**src/rtl/rca_seq_pkg.sv**
```systemverilog
// Shared definitions for the nibble-serial adder: nibble width, FSM encoding
// and the helper that sizes the nibble index counter.
package rca_seq_pkg;

  localparam int NIBBLE_W = 4;

  typedef enum logic [1:0] {
    IDLE = 2'd0,
    RUN  = 2'd1,
    DONE = 2'd2
  } state_t;

  // Bits needed to count 0..n-1, never less than one bit.
  function automatic int clog2_min1(input int n);
    int w;
    w = 1;
    while ((1 << w) < n) w++;
    return w;
  endfunction

endpackage

```
**src/rtl/ripple_carry_adder_4bit.sv**
```systemverilog
// Plain 4-bit ripple-carry adder; the single arithmetic element reused by the
// nibble-serial sequencer.
module ripple_carry_adder_4bit (
  input  logic [3:0] a,
  input  logic [3:0] b,
  input  logic       cin,
  output logic [3:0] sum,
  output logic       cout
);

  logic [4:0] c;

  assign c[0] = cin;

  for (genvar i = 0; i < 4; i++) begin : g_bit
    assign sum[i]   = a[i] ^ b[i] ^ c[i];
    assign c[i+1]   = (a[i] & b[i]) | (c[i] & (a[i] ^ b[i]));
  end

  assign cout = c[4];

endmodule

```
**src/rtl/rca_nibble_seq.sv**
```systemverilog
// Multi-cycle WIDTH-bit adder that steps one 4-bit ripple adder through the
// operands LS nibble first. Define RCA_NIBBLE_SEQ_SUB_EN to add a subtract input.
module rca_nibble_seq
  import rca_seq_pkg::*;
#(
  parameter  int WIDTH   = 16,
  localparam int NIBBLES = WIDTH / NIBBLE_W
) (
  input  logic             clk,
  input  logic             rst,
  input  logic             in_valid,
  output logic             in_ready,
  input  logic [WIDTH-1:0] a,
  input  logic [WIDTH-1:0] b,
  input  logic             cin,
`ifdef RCA_NIBBLE_SEQ_SUB_EN
  input  logic             sub,
`endif
  output logic             out_valid,
  input  logic             out_ready,
  output logic [WIDTH-1:0] sum,
  output logic             cout,
  output logic             busy
);

  localparam int                IDX_W    = clog2_min1(NIBBLES);
  localparam logic [IDX_W-1:0]  IDX_LAST = IDX_W'(NIBBLES - 1);

  state_t            state, state_next;
  logic [IDX_W-1:0]  idx;
  logic [WIDTH-1:0]  a_reg, b_reg, sum_reg;
  logic              carry_reg, cout_reg;

  logic [WIDTH-1:0]  b_load;
  logic              carry_load;
  logic              accept, last;
  logic [NIBBLE_W-1:0] add_a, add_b, add_sum;
  logic              add_cout;

  // Subtraction is a + ~b + 1: invert B at capture time and force the carry-in.
`ifdef RCA_NIBBLE_SEQ_SUB_EN
  assign b_load     = sub ? ~b : b;
  assign carry_load = sub | cin;
`else
  assign b_load     = b;
  assign carry_load = cin;
`endif

  assign in_ready  = (state == IDLE) && !rst;
  assign accept    = in_valid && in_ready;
  assign last      = (idx == IDX_LAST);
  assign out_valid = (state == DONE);
  assign busy      = (state == RUN) || (state == DONE);
  assign sum       = sum_reg;
  assign cout      = cout_reg;

  assign add_a = a_reg[idx*NIBBLE_W +: NIBBLE_W];
  assign add_b = b_reg[idx*NIBBLE_W +: NIBBLE_W];

  ripple_carry_adder_4bit u_adder (
    .a    (add_a),
    .b    (add_b),
    .cin  (carry_reg),
    .sum  (add_sum),
    .cout (add_cout)
  );

  // NOTE: the register uses non-blocking assignment so every flop samples
  // pre-edge values; reset here is synchronous, sampled only on the clock edge.
  always_ff @(posedge clk) begin
    if (rst) state <= IDLE;
    else     state <= state_next;
  end

  // NOTE: state_next gets a default first so no path leaves it unassigned
  // and no latch is inferred.
  always_comb begin
    state_next = state;
    case (state)
      IDLE:    if (accept)    state_next = RUN;
      RUN:     if (last)      state_next = DONE;
      DONE:    if (out_ready) state_next = IDLE;
      default:                state_next = IDLE;
    endcase
  end

  always_ff @(posedge clk) begin
    if (rst) begin
      idx       <= '0;
      a_reg     <= '0;
      b_reg     <= '0;
      carry_reg <= 1'b0;
      sum_reg   <= '0;
      cout_reg  <= 1'b0;
    end else begin
      case (state)
        IDLE: begin
          if (accept) begin
            a_reg     <= a;
            b_reg     <= b_load;
            carry_reg <= carry_load;
            idx       <= '0;
            sum_reg   <= '0;
            cout_reg  <= 1'b0;
          end
        end
        RUN: begin
          sum_reg[idx*NIBBLE_W +: NIBBLE_W] <= add_sum;
          carry_reg                         <= add_cout;
          if (last) begin
            cout_reg <= add_cout;
            idx      <= '0;
          end else begin
            idx <= idx + 1'b1;
          end
        end
        default: ;
      endcase
    end
  end

endmodule

```
**config.mk**
```make
export PLATFORM = sky130hd
export DESIGN_NAME = rca_nibble_seq
export DESIGN_NICKNAME = d
export VERILOG_FILES = /design/src/rtl/rca_seq_pkg.sv /design/src/rtl/ripple_carry_adder_4bit.sv /design/src/rtl/rca_nibble_seq.sv
export SDC_FILE = /design/constraint.sdc
export NUM_CORES = 1
export LEC_CHECK = 0
export ABC_CLOCK_PERIOD_IN_PS = 3900
export CORE_UTILIZATION = 30
export DETAILED_ROUTE_END_ITERATION = 6
export PLACE_DENSITY_LB_ADDON = 0.2
export SYNTH_ARGS = -nofsm -noshare
export SYNTH_HDL_FRONTEND = slang
export SYNTH_SLANG_ARGS = --single-unit
```
**constraint.sdc**
```tcl
create_clock -name clk -period 3.9 [get_ports clk]
set_clock_uncertainty 0.15 [all_clocks]
set_input_delay 0.39 -clock clk [delete_from_list [all_inputs] [get_ports clk]]
set_output_delay 0.39 -clock clk [all_outputs]
set_load 0.1 [all_outputs]
```
## Yosys cells after proc, flatten, opt, wreduce, memory -nomap -nowiden

Cells that the tools add are included.

| cells by class | value |
|---|---|
| $add $sub $neg | 2 |
| multipliers | 0 |
| div/mod/pow operators | 0 |
| $lt $le $gt $ge | 0 |
| equal/unequal tests | 6 |
| shifts and indexed selects | 4 |
| muxes and demuxes | 15 |
| bitwise gates (word level) | 20 |
| reduce and logical (&&, ||, !) cells | 10 |

Operator list:

| operator | number |
|---|---|
| $neg A4 Y34 | 1 |
| $shift A4 B34 Y16 const A | 1 |
| $shiftx A4 B34 Y16 | 1 |
| $pmux W16 S2 | 1 |
| $shiftx A16 B5 Y4 | 2 |
| $bwmux W16 | 1 |
| $mux W16 | 1 |
| $mux W2 | 5 |
| $and A1 B1 Y1 | 8 |
| $xor A1 B1 Y1 | 8 |
| $pmux W2 S3 | 1 |
| $reduce_and A3 Y1 | 2 |
| $eq A2 B2 Y1 const B | 2 |
| $ne A2 B2 Y1 const B | 2 |
| $or A1 B1 Y1 | 4 |
| $pmux W1 S2 | 2 |
| $pmux W2 S2 | 1 |
| $reduce_and A2 Y1 | 2 |
| $mux W1 | 3 |
| $add A2 B1 Y2 const B | 1 |
| $eq A2 B1 Y1 const B | 1 |
| $logic_and A1 B1 Y1 | 2 |
| $logic_not A2 Y1 | 1 |
| $ne A2 B1 Y1 const B | 1 |
| other kinds (3) | 3 |

| storage, ports and cells | value |
|---|---|
| flip-flop bits (word level) | 54 |
| bits in latches | 0 |
| bits in writable memories | 0 |
| memory bits (read-only) | 0 |
| output and inout bits | 20 |
| logic and storage cells | 64 |
| memories | 0 |

## Logic depth before layout (Yosys ltp)

Gate-level depths: netlist of run 1.

| depth | value |
|---|---|
| depth in word-level cells | 12 |
| depth in mapped cells | 13 |
| depth with buffers taken out | 11 |

## Hierarchy

From an unflattened synthesis of run 1, not the netlist that was laid out.

| second synthesis, totals | value |
|---|---|
| cells, all modules | 280 |
| area total of the unflattened synthesis | 2675.1 um2 |

By module, submodules not included:

| module | instances | cells each | area each (um2) | seq. area each (um2) |
|---|---|---|---|---|
| rca_nibble_seq | 1 | 266 | 2557.5 | 1081.0 |
| ripple_carry_adder_4bit | 1 | 14 | 117.6 | 0.0 |

## Worst setup path before layout of run 1

OpenSTA, ideal clock, no wires.

| timing path | value |
|---|---|
| path type | register -> register |
| start | reg idx[0] |
| end | reg sum_reg[11] (netlist: sum[11]) |
| arrival time | 2.753 ns |
| data required time | 3.631 ns |
| path slack | 0.879 ns |
| cell stages (with the launch flop) | 13 |
| path buffers | 2 |
| cell sequence | dfxtp_1 -> buf_2 -> buf_4 -> mux4_2 -> inv_1 -> fa_1 -> inv_1 -> fa_1 -> inv_1 -> fa_1 -> inv_1 -> fa_1 -> a32o_1 |

| between the ends | value |
|---|---|
| longest elaborated chain between the ends | 12 |

Ends and longest elaborated chain:

| element | RTL line | source |
|---|---|---|
| start: declaration | rca_nibble_seq.sv:30 | `logic [IDX_W-1:0] idx;` |
| start signal: assignment | rca_nibble_seq.sv:114 | `idx <= idx + 1'b1;` |
| $shiftx A16 B5 Y4, on equally long branches | rca_nibble_seq.sv:57, rca_nibble_seq.sv:58 |  |
| $xor A1 B1 Y1 | ripple_carry_adder_4bit.sv:16, ripple_carry_adder_4bit.sv:17 |  |
| $and A1 B1 Y1 | ripple_carry_adder_4bit.sv:17 | `assign c[i+1] = (a[i] & b[i]) \| (c[i] & (a[i] ^ b[i]));` |
| $or A1 B1 Y1 | ripple_carry_adder_4bit.sv:17 |  |
| $and A1 B1 Y1 | ripple_carry_adder_4bit.sv:17 |  |
| $or A1 B1 Y1 | ripple_carry_adder_4bit.sv:17 |  |
| $and A1 B1 Y1 | ripple_carry_adder_4bit.sv:17 |  |
| $or A1 B1 Y1 | ripple_carry_adder_4bit.sv:17 |  |
| $xor A1 B1 Y1 | ripple_carry_adder_4bit.sv:16 | `assign sum[i] = a[i] ^ b[i] ^ c[i];` |
| $shiftx A4 B34 Y16 | rca_nibble_seq.sv:108 | `sum_reg[idx*NIBBLE_W +: NIBBLE_W] <= add_sum;` |
| $bwmux W16 (*) | rca_nibble_seq.sv:108 |  |
| $pmux W16 S2 (*) | rca_nibble_seq.sv:96 | `case (state)` |
| end signal: indexed assignment | rca_nibble_seq.sv:108 |  |
| end: declaration | rca_nibble_seq.sv:31 | `logic [WIDTH-1:0] a_reg, b_reg, sum_reg;` |

Mark *: on every way between the ends. The rest lies on a longest branch, timed or not.
A chain may end at the register's enable or synchronous reset.

## Worst setup path after layout of run 1

Same ends and word-level chain as after synthesis.

==> impl_metrics.py, run 1 <==
metrics = {
    "outcome": {
        "status": "completed",
    },
    "sta": {
        "rsz0062_at_grt": "no",
        "slew_headroom": 0.347,
        "finalSetupTns_ns": 0,
        "maxSlewViolCount": 0,
        "finalCritPeriodShare": 0.769,
        "hold_viol": 0,
        "layout_setup_ws_ns": 0.903,
        "timing.final.crit_period_ns": 3.00,
        "holdWs_ns": 0.318,
        "finalSetupViolCount": 0,
        "worst_slew_pin_slew_ns": 0.977,
        "fmax_mhz": 334,
    },
    "route": {
        "ant_nets": 0,
        "drt_wl_total_um": 5620,
        "via_count": 2003,
        "first_iter_violations": 99,
        "avgRoutedWirePerCell_um": 12.9,
        "via_per_inst": 4.59,
        "dr.pass1.iters": 4,
        "post-route-drc-count": 0,
    },
    "clock_tree": {
        "cts.sinks": 54,
        "cts_hold_buf": 0,
        "cts_root_buffer": "clkbuf_8",
        "ctsResizeCount": 0,
        "h-tree-depth": 2,
        "clk_pin_slew_ns": 0.10,
        "ctsLongestPathBuffers": 2,
        "tritoncts": "done",
        "insertion_delay_ns": 0.31,
        "postCtsSetupBuffers": 0,
        "cts_buffers": 5,
    },
    "placed_design": {
        "placed_area_um2": 3280,
        "gp_congestion": 0.779,
        "port_buffers": 56,
        "dp_hpwl_um": 4090,
        "place_ws_ns": 0.888,
    },
    "critical_path": {
        "path_max_fanout": 15,
        "worst-path-buf-inv": 5,
        "critPathLaunchType": "flop",
        "path_class": "reg -> reg",
        "crit_chain": "buf_4 -> mux4_2 -> inv_1 -> fa_1 -> inv_1 -> fa_1 -> inv_1 -> fa_1 -> inv_1 -> fa_1 -> a32o_1",
        "slowest_stage": "fa_1",
        "crit_family": "adder cells",
        "slowest_delay_ns": 0.48,
        "critPathRequiredTime_ns": 3.95,
        "end_kind": "flop",
        "ff2ff_setup_slack_ns": 0.90,
        "cp.arrival_ns": 3.05,
    },
    "global_routing": {
        "grt_usage": 0.132,
        "antenna_found_initial": 0,
        "grt-ovfl-total": 0,
        "grt_pass1_vias": 1970,
        "grt_pass1_wl_um": 9320,
        "grt_max_degree": 52,
    },
    "synthesis": {
        "synth_edf_count": 0,
        "seq_area_frac_synth": 0.407,
        "syn_nets": 331,
        "yosysUniqueCellTypes": 39,
        "ys_warn_count": 0,
        "synth_area_per_cell_um2": 9.43,
        "yosys_register_bits": 54,
        "synthCells": 282,
        "synth_ff_type": "dfxtp_1",
        "synthArstFlopShare": 0,
        "synth.cell_area_um2": 2660,
    },
    "floorplanning": {
        "placementRows": 33,
        "die_w_um": 96.1,
        "initial_core_util": 0.317,
        "ios": 57,
        "die-area_um2": 9240,
        "die_y_um": 96.1,
        "core_um2": 8380,
    },
    "power_and_ir_drop": {
        "p_int_uw": 1050,
        "switching_power_uw": 701,
        "leakage_uw": 0.00125,
        "swShare": 0.401,
        "power_frac_comb": 0.430,
        "ir_drop_mv": 0.195,
        "seqPwrFrac": 0.392,
        "power_frac_clock": 0.178,
        "power_density_nw_per_um2": 519,
    },
    "layout": {
        "area_growth_pct": 26.8,
        "final_nets": 379,
        "nFillCells": 887,
        "final_util": 0.402,
        "fin_area_um2": 3370,
        "drive_above_1_share": 0.0816,
        "mostFrequentLayoutCells": "55 x clkdlybuf4s50_1, 54 x dfxtp_1, 45 x nand2b_1, 36 x nand2_1, 29 x o21ai_1",
        "final_common_cell": "clkdlybuf4s50_1",
        "num_antenna_cells": 0,
    },
    "min_path": {
        "hold_class": "reg -> reg",
    },
    "run": {
        "maxCapViolations": 0,
    },
}
-- area by class of cell --
type / count / area (µm²) / area share
clock buffer: 5 / 68.8 / 0.0204
clock inverter: 3 / 21.3 / 0.00631
inverter: 14 / 52.6 / 0.0156
multi-input combinational: 195 / 1430 / 0.424
sequential: 54 / 1080 / 0.321
tap: 105 / 131 / 0.0390
timing repair buffer: 60 / 588 / 0.174
-- power groups by stage --
stage | Clock (µW) | Sequential, µW | Combinational, µW
after detailed placement | 0 | 700 | 760
after floorplan | 0 | 727 | 558
after CTS | 325 | 687 | 762
after global placement | 0 | 702 | 753
final | 312 | 686 | 752
after global routing | 347 | 697 | 822
-- cell usage after synthesis (2+ instances only) --
master,number,area share
a211o_1,2,0.0066
a21oi_1,4,0.0075
a22o_1,4,0.013
a32o_1,2,0.0075
a32oi_1,2,0.0066
buf_2,12,0.023
clkbuf_1,5,0.0071
dfxtp_1,54,0.41
fa_1,4,0.030
ha_1,8,0.038
inv_1,14,0.020
mux2_1,2,0.0085
mux2_4,2,0.011
mux2i_1,8,0.030
mux4_2,8,0.068
nand2_1,36,0.051
nand2b_1,45,0.11
nand3_1,3,0.0056
nand4_1,2,0.0047
nor2_1,5,0.0071
nor2b_1,8,0.019
nor3_1,4,0.0075
o21ai_0,3,0.0056
o21ai_1,29,0.055
o2bb2ai_1,2,0.0066
-- through the flow --
step,std cells,power [µW]
floorplan,282,1290
global route,436,1870
finish,436,1750
detailed placement,428,1460
global placement,428,1450
CTS,436,1770
-- worst reg2reg max path, stage by stage, from the launching register on --
cell	delay [ns]
dfxtp_1	0.41
buf_4	0.26
mux4_2	0.23
inv_1	0.05
fa_1	0.38
inv_1	0.07
fa_1	0.15
inv_1	0.05
fa_1	0.35
inv_1	0.07
fa_1	0.48
a32o_1	0.25
-- kinds of logic after synthesis --
| group | count (synthesis) | synth area share |
|---|---|---|
| mux | 21 | 0.122 |
| buf+inv | 33 | 0.0565 |
| flops | 54 | 0.407 |
| simple gates | 111 | 0.229 |
| fa+ha+maj | 12 | 0.0678 |
| compound gates | 51 | 0.118 |
-- per-layer routing --
layer | global-route usage | vias to the layer above | part of all wire | wire length [µm]
met2 | 0.206 | 46 | 0.45 | 2520
met3 | 0.0276 | 4 | 0.042 | 234
met5 | 0 | - | 0 | 0
met1 | 0.182 | 905 | 0.50 | 2820
met4 | 0.0373 | 0 | 0.0089 | 50
li1 | - | 1048 | - | -
-- worst paths after layout --
| check | startpoint | end | cells after the start |
|---|---|---|---|
| max | idx[0]$_SDFFE_PP0P_ | sum[11]$_SDFFE_PP0P_ | 11 |
| min | b_reg[7]$_SDFFE_PP0P_ | b_reg[7]$_SDFFE_PP0P_ | 2 |
| max reg2reg | idx[0]$_SDFFE_PP0P_ | sum[11]$_SDFFE_PP0P_ | 11 |
| min reg2reg | b_reg[7]$_SDFFE_PP0P_ | b_reg[7]$_SDFFE_PP0P_ | 2 |
Note: power is estimated with default switching activity, not from simulation.
==> run 2, diff against run 1 <==
Settings changed: ABC_CLOCK_PERIOD_IN_PS 3900 to 2950.
Clock period 3.9 ns to 2.95 ns, I/O delays scaled along.
==> impl_metrics.py, run 2 (synthesis results as in run 1) <==
metrics = {
    "outcome": {
        "status": "completed",
    },
    "power_and_ir_drop": {
        "leakage_uw": 0.00131,
        "ir_drop_mv": 0.242,
        "power_density_nw_per_um2": 705,
    },
    "layout": {
        "final_nets": 381,
        "area_growth_pct": 27.3,
        "fin_area_um2": 3380,
        "nFillCells": 866,
        "drive_above_1_share": 0.153,
        "mostFrequentLayoutCells": "52 x dfxtp_1, 45 x nand2b_1, 36 x nand2_1, 36 x clkdlybuf4s50_1, 29 x o21ai_1",
        "num_antenna_cells": 0,
        "final_common_cell": "dfxtp_1",
    },
    "floorplanning": {
        "die_w_um": 96.1,
        "die_y_um": 96.1,
        "placementRows": 33,
        "die-area_um2": 9240,
        "core_um2": 8380,
        "initial_core_util": 0.317,
        "ios": 57,
    },
    "placed_design": {
        "dp_hpwl_um": 4140,
        "place_ws_ns": 0.109,
        "gp_congestion": 0.779,
        "placed_area_um2": 3270,
        "port_buffers": 56,
    },
    "route": {
        "ant_nets": 0,
        "via_per_inst": 4.68,
        "dr.pass1.iters": 4,
        "post-route-drc-count": 0,
        "first_iter_violations": 88,
        "drt_wl_total_um": 5800,
        "via_count": 2050,
        "avgRoutedWirePerCell_um": 13.2,
    },
    "global_routing": {
        "grt_max_degree": 65,
        "grt_pass1_vias": 1974,
        "antenna_found_initial": 0,
        "grt_usage": 0.135,
        "grt_pass1_wl_um": 9530,
        "grt-ovfl-total": 0,
    },
    "critical_path": {
        "crit_chain": "mux4_2 -> inv_1 -> fa_1 -> inv_1 -> fa_1 -> inv_1 -> fa_1 -> inv_1 -> fa_2 -> nand4_1 -> mux2i_1",
        "critPathLaunchType": "flop",
        "crit_top_cell": "inv_1",
        "critPathRequiredTime_ns": 3.04,
        "end_kind": "flop",
        "path_class": "reg -> reg",
        "cp.arrival_ns": 2.87,
        "slowest_delay_ns": 0.57,
        "slowest_stage": "fa_2",
        "path_max_fanout": 4,
    },
    "sta": {
        "layout_setup_ws_ns": 0.172,
        "worst_slew_pin_slew_ns": 0.574,
        "timing.final.crit_period_ns": 2.78,
        "finalSetupViolCount": 0,
        "slew_headroom": 0.617,
        "fmax_mhz": 360,
        "finalCritPeriodShare": 0.942,
        "hold_viol": 0,
        "maxSlewViolCount": 0,
    },
    "clock_tree": {
        "cts_buffers": 5,
        "clk_pin_slew_ns": 0.09,
        "tritoncts": "done",
        "cts_hold_buf": 0,
        "postCtsSetupBuffers": 0,
        "cts_root_buffer": "clkbuf_8",
        "cts.sinks": 54,
        "insertion_delay_ns": 0.31,
        "h-tree-depth": 2,
        "ctsLongestPathBuffers": 2,
    },
    "min_path": {
        "hold_class": "reg -> reg",
    },
    "run": {
        "maxCapViolations": 0,
    },
}
==> run 2: changes by cell type in the layout (fill, tap and decap cells not counted), sizes merged <==
cell	before	now
clkinvlp	1	0
clkinv	2	1
buf	5	26
clkdlybuf4s50	55	36
clkbuf	5	7
==> run 2: layout make-up <==
cell class              count  area, µm²  share of cell area
multi-input cells         195       1430               0.423
repair buffers             62        581               0.172
inverters                  14       52.6              0.0155
clock buffers               7       96.3              0.0285
flip-flops and latches     54       1080               0.320
clock inverters             1       8.76             0.00259
well taps                 105        131              0.0388
==> run 2: repair_timing <==
item | in CTS | in global routing
resized for setup | 0 | 3
endpoints found under the hold margin | 0 | 0
endpoints found under the setup margin | 0 | 4
==> run 2: per-layer routing <==
layer  vias to the layer above  routed length, µm  track usage
met4                         0                 80       0.0448
li1                       1051                  -            -
met2                        48               2570        0.213
met3                         7                240       0.0245
met1                       944               2910        0.183
met5                         -                  0            0
==> run 2: final timing paths <==
path                         startpoint                     to  slack, ns  depth (start not counted)
hold / removal    a_reg[9]$_SDFFE_PP0P_  a_reg[9]$_SDFFE_PP0P_       0.32                          2
hold reg to reg   a_reg[9]$_SDFFE_PP0P_  a_reg[9]$_SDFFE_PP0P_       0.32                          2
setup / recovery    idx[0]$_SDFFE_PP0P_    sum[7]$_SDFFE_PP0P_       0.17                         11
setup reg to reg    idx[0]$_SDFFE_PP0P_    sum[7]$_SDFFE_PP0P_       0.17                         11
==> run 2: power breakdown <==
group          internal, µW  total, µW  switching [µW]
Clock                   216        459             244
Sequential              843        907            63.6
Combinational           396       1020             623
Total                  1450       2390             930
==> run 2: worst max-delay path: cells and delay by family (launching register included) <==
kind / cells / cell delay, ns
buffers and inverters: 4 / 0.25
flip-flops: 1 / 0.38
multiplexers: 2 / 0.62
AND/OR/NAND/NOR: 1 / 0.08
adder cells (fa/ha/maj): 4 / 1.23
==> run 2: through the flow <==
step | setup TNS, ns | cells | power [µW] | util | hold slack, ns
5_1_grt | -0.00464 | 438 | 2540 | 0.404 | 0.342
4_1_cts | 0 | 438 | 2410 | 0.403 | 0.320
2_1_floorplan | 0 | 282 | 1710 | - | 0.254
3_5_place_dp | 0 | 430 | 1950 | 0.391 | 0.303
3_3_place_gp | 0 | 430 | 1940 | 0.391 | 0.302
6_report | 0 | 438 | 2390 | 0.404 | 0.316
==> run 3, diff against run 2 <==
Settings changed: CORE_UTILIZATION 30 to 51.
==> impl_metrics.py, run 3 (synthesis results as in run 1) <==
metrics = {
    "sta": {
        "finalSetupViolCount": 0,
        "worst_slew_pin_slew_ns": 0.561,
        "hold_viol": 0,
        "finalCritPeriodShare": 0.955,
        "rsz0062_at_grt": "no",
        "finalSetupTns_ns": 0,
        "timing.final.crit_period_ns": 2.82,
        "holdWs_ns": 0.318,
        "slew_headroom": 0.626,
        "fmax_mhz": 355,
        "layout_setup_ws_ns": 0.133,
        "maxSlewViolCount": 0,
    },
    "route": {
        "drt_wl_total_um": 5240,
        "via_per_inst": 5.12,
        "post-route-drc-count": 0,
        "first_iter_violations": 109,
        "dr.pass1.iters": 4,
        "avgRoutedWirePerCell_um": 13.1,
        "ant_nets": 0,
        "via_count": 2046,
    },
    "global_routing": {
        "grt_pass1_vias": 1891,
        "antenna_found_initial": 0,
        "grt_usage": 0.208,
        "grt_max_degree": 65,
        "grt_pass1_wl_um": 8690,
        "grt-ovfl-total": 0,
    },
    "floorplanning": {
        "ios": 57,
        "core_um2": 4880,
        "placementRows": 25,
        "die_w_um": 74.2,
        "die_y_um": 74.2,
        "die-area_um2": 5510,
        "initial_core_util": 0.545,
    },
    "clock_tree": {
        "h-tree-depth": 2,
        "ctsResizeCount": 0,
        "cts_hold_buf": 0,
        "insertion_delay_ns": 0.31,
        "tritoncts": "done",
        "cts.sinks": 54,
        "ctsLongestPathBuffers": 2,
        "cts_root_buffer": "clkbuf_8",
        "cts_buffers": 5,
        "clk_pin_slew_ns": 0.09,
        "postCtsSetupBuffers": 0,
    },
    "power_and_ir_drop": {
        "power_density_nw_per_um2": 699,
        "ir_drop_mv": 0.298,
        "leakage_uw": 0.00130,
    },
    "critical_path": {
        "end_kind": "flop",
        "path_class": "reg -> reg",
        "critPathLaunchType": "flop",
        "path_max_fanout": 4,
        "cp.arrival_ns": 2.87,
        "critPathRequiredTime_ns": 3.00,
    },
    "placed_design": {
        "port_buffers": 56,
        "dp_hpwl_um": 3850,
        "place_ws_ns": 0.0940,
        "placed_cells": 392,
        "placed_area_um2": 3210,
        "gp_congestion": 0.836,
    },
    "outcome": {
        "status": "completed",
    },
    "layout": {
        "final_common_cell": "dfxtp_1",
        "nFillCells": 432,
        "finalNonFillerCells": 400,
        "area_growth_pct": 24.2,
        "drive_above_1_share": 0.144,
        "final_nets": 381,
        "mostFrequentLayoutCells": "53 x dfxtp_1, 45 x nand2b_1, 36 x nand2_1, 36 x clkdlybuf4s50_1, 29 x o21ai_1",
        "num_antenna_cells": 0,
        "fin_area_um2": 3300,
    },
    "run": {
        "maxCapViolations": 0,
    },
    "min_path": {
        "hold_class": "reg -> reg",
    },
}
-- run 3: changes by cell type in the layout (fill, tap and decap cells not counted), sizes merged --
cell and change:
clkbuf -1, clkinv +1
-- run 3: routing by layer --
metal  global-route usage  share of wire  vias up
met5                    0              0        -
met4               0.0577         0.0067        0
met3               0.0501          0.033        4
met2                0.338           0.49       45
met1                0.278           0.47      939
li1                     -              -     1058
-- run 3: worst paths after layout --
| kind | from | end | slack, ns | depth (start not counted) |
|---|---|---|---|---|
| worst min-delay path | b_reg[11]$_SDFFE_PP0P_ | b_reg[11]$_SDFFE_PP0P_ | 0.32 | 2 |
| worst min register to register | b_reg[11]$_SDFFE_PP0P_ | b_reg[11]$_SDFFE_PP0P_ | 0.32 | 2 |
| worst max-delay path | idx[0]$_SDFFE_PP0P_ | sum[11]$_SDFFE_PP0P_ | 0.13 | 10 |
| worst max register to register | idx[0]$_SDFFE_PP0P_ | sum[11]$_SDFFE_PP0P_ | 0.13 | 10 |
-- run 3: area by class of cell --
class                   count  area, µm²  share of cell area
clock buffers               6       72.6              0.0220
clock inverters             2       13.8             0.00417
inverters                  14       52.6              0.0159
multi-input cells         195       1430               0.433
flip-flops and latches     54       1080               0.328
well taps                  67       83.8              0.0254
repair buffers             62        568               0.172
-- run 3: stage by stage --
stage / util / power (µW)
final: 0.677 / 2310
after global routing: 0.677 / 2450
after CTS: 0.676 / 2330
after detailed placement: 0.659 / 1920
after global placement: 0.659 / 1900
after floorplan: - / 1710
-- run 3: worst max-delay path, cell delays in order, from the launching register on --
cell and delay (ns):
dfxtp_2 0.37, mux4_2 0.49, inv_1 0.08, fa_1 0.15, inv_1 0.05, fa_1 0.36
inv_1 0.08, fa_1 0.16, inv_1 0.05, fa_1 0.50, a32o_1 0.25
-- run 3: power breakdown --
| part | internal (µW) | switching (µW) | total, µW |
|---|---|---|---|
| Combinational | 386 | 609 | 995 |
| Clock | 168 | 238 | 406 |
| Sequential | 843 | 65.3 | 909 |
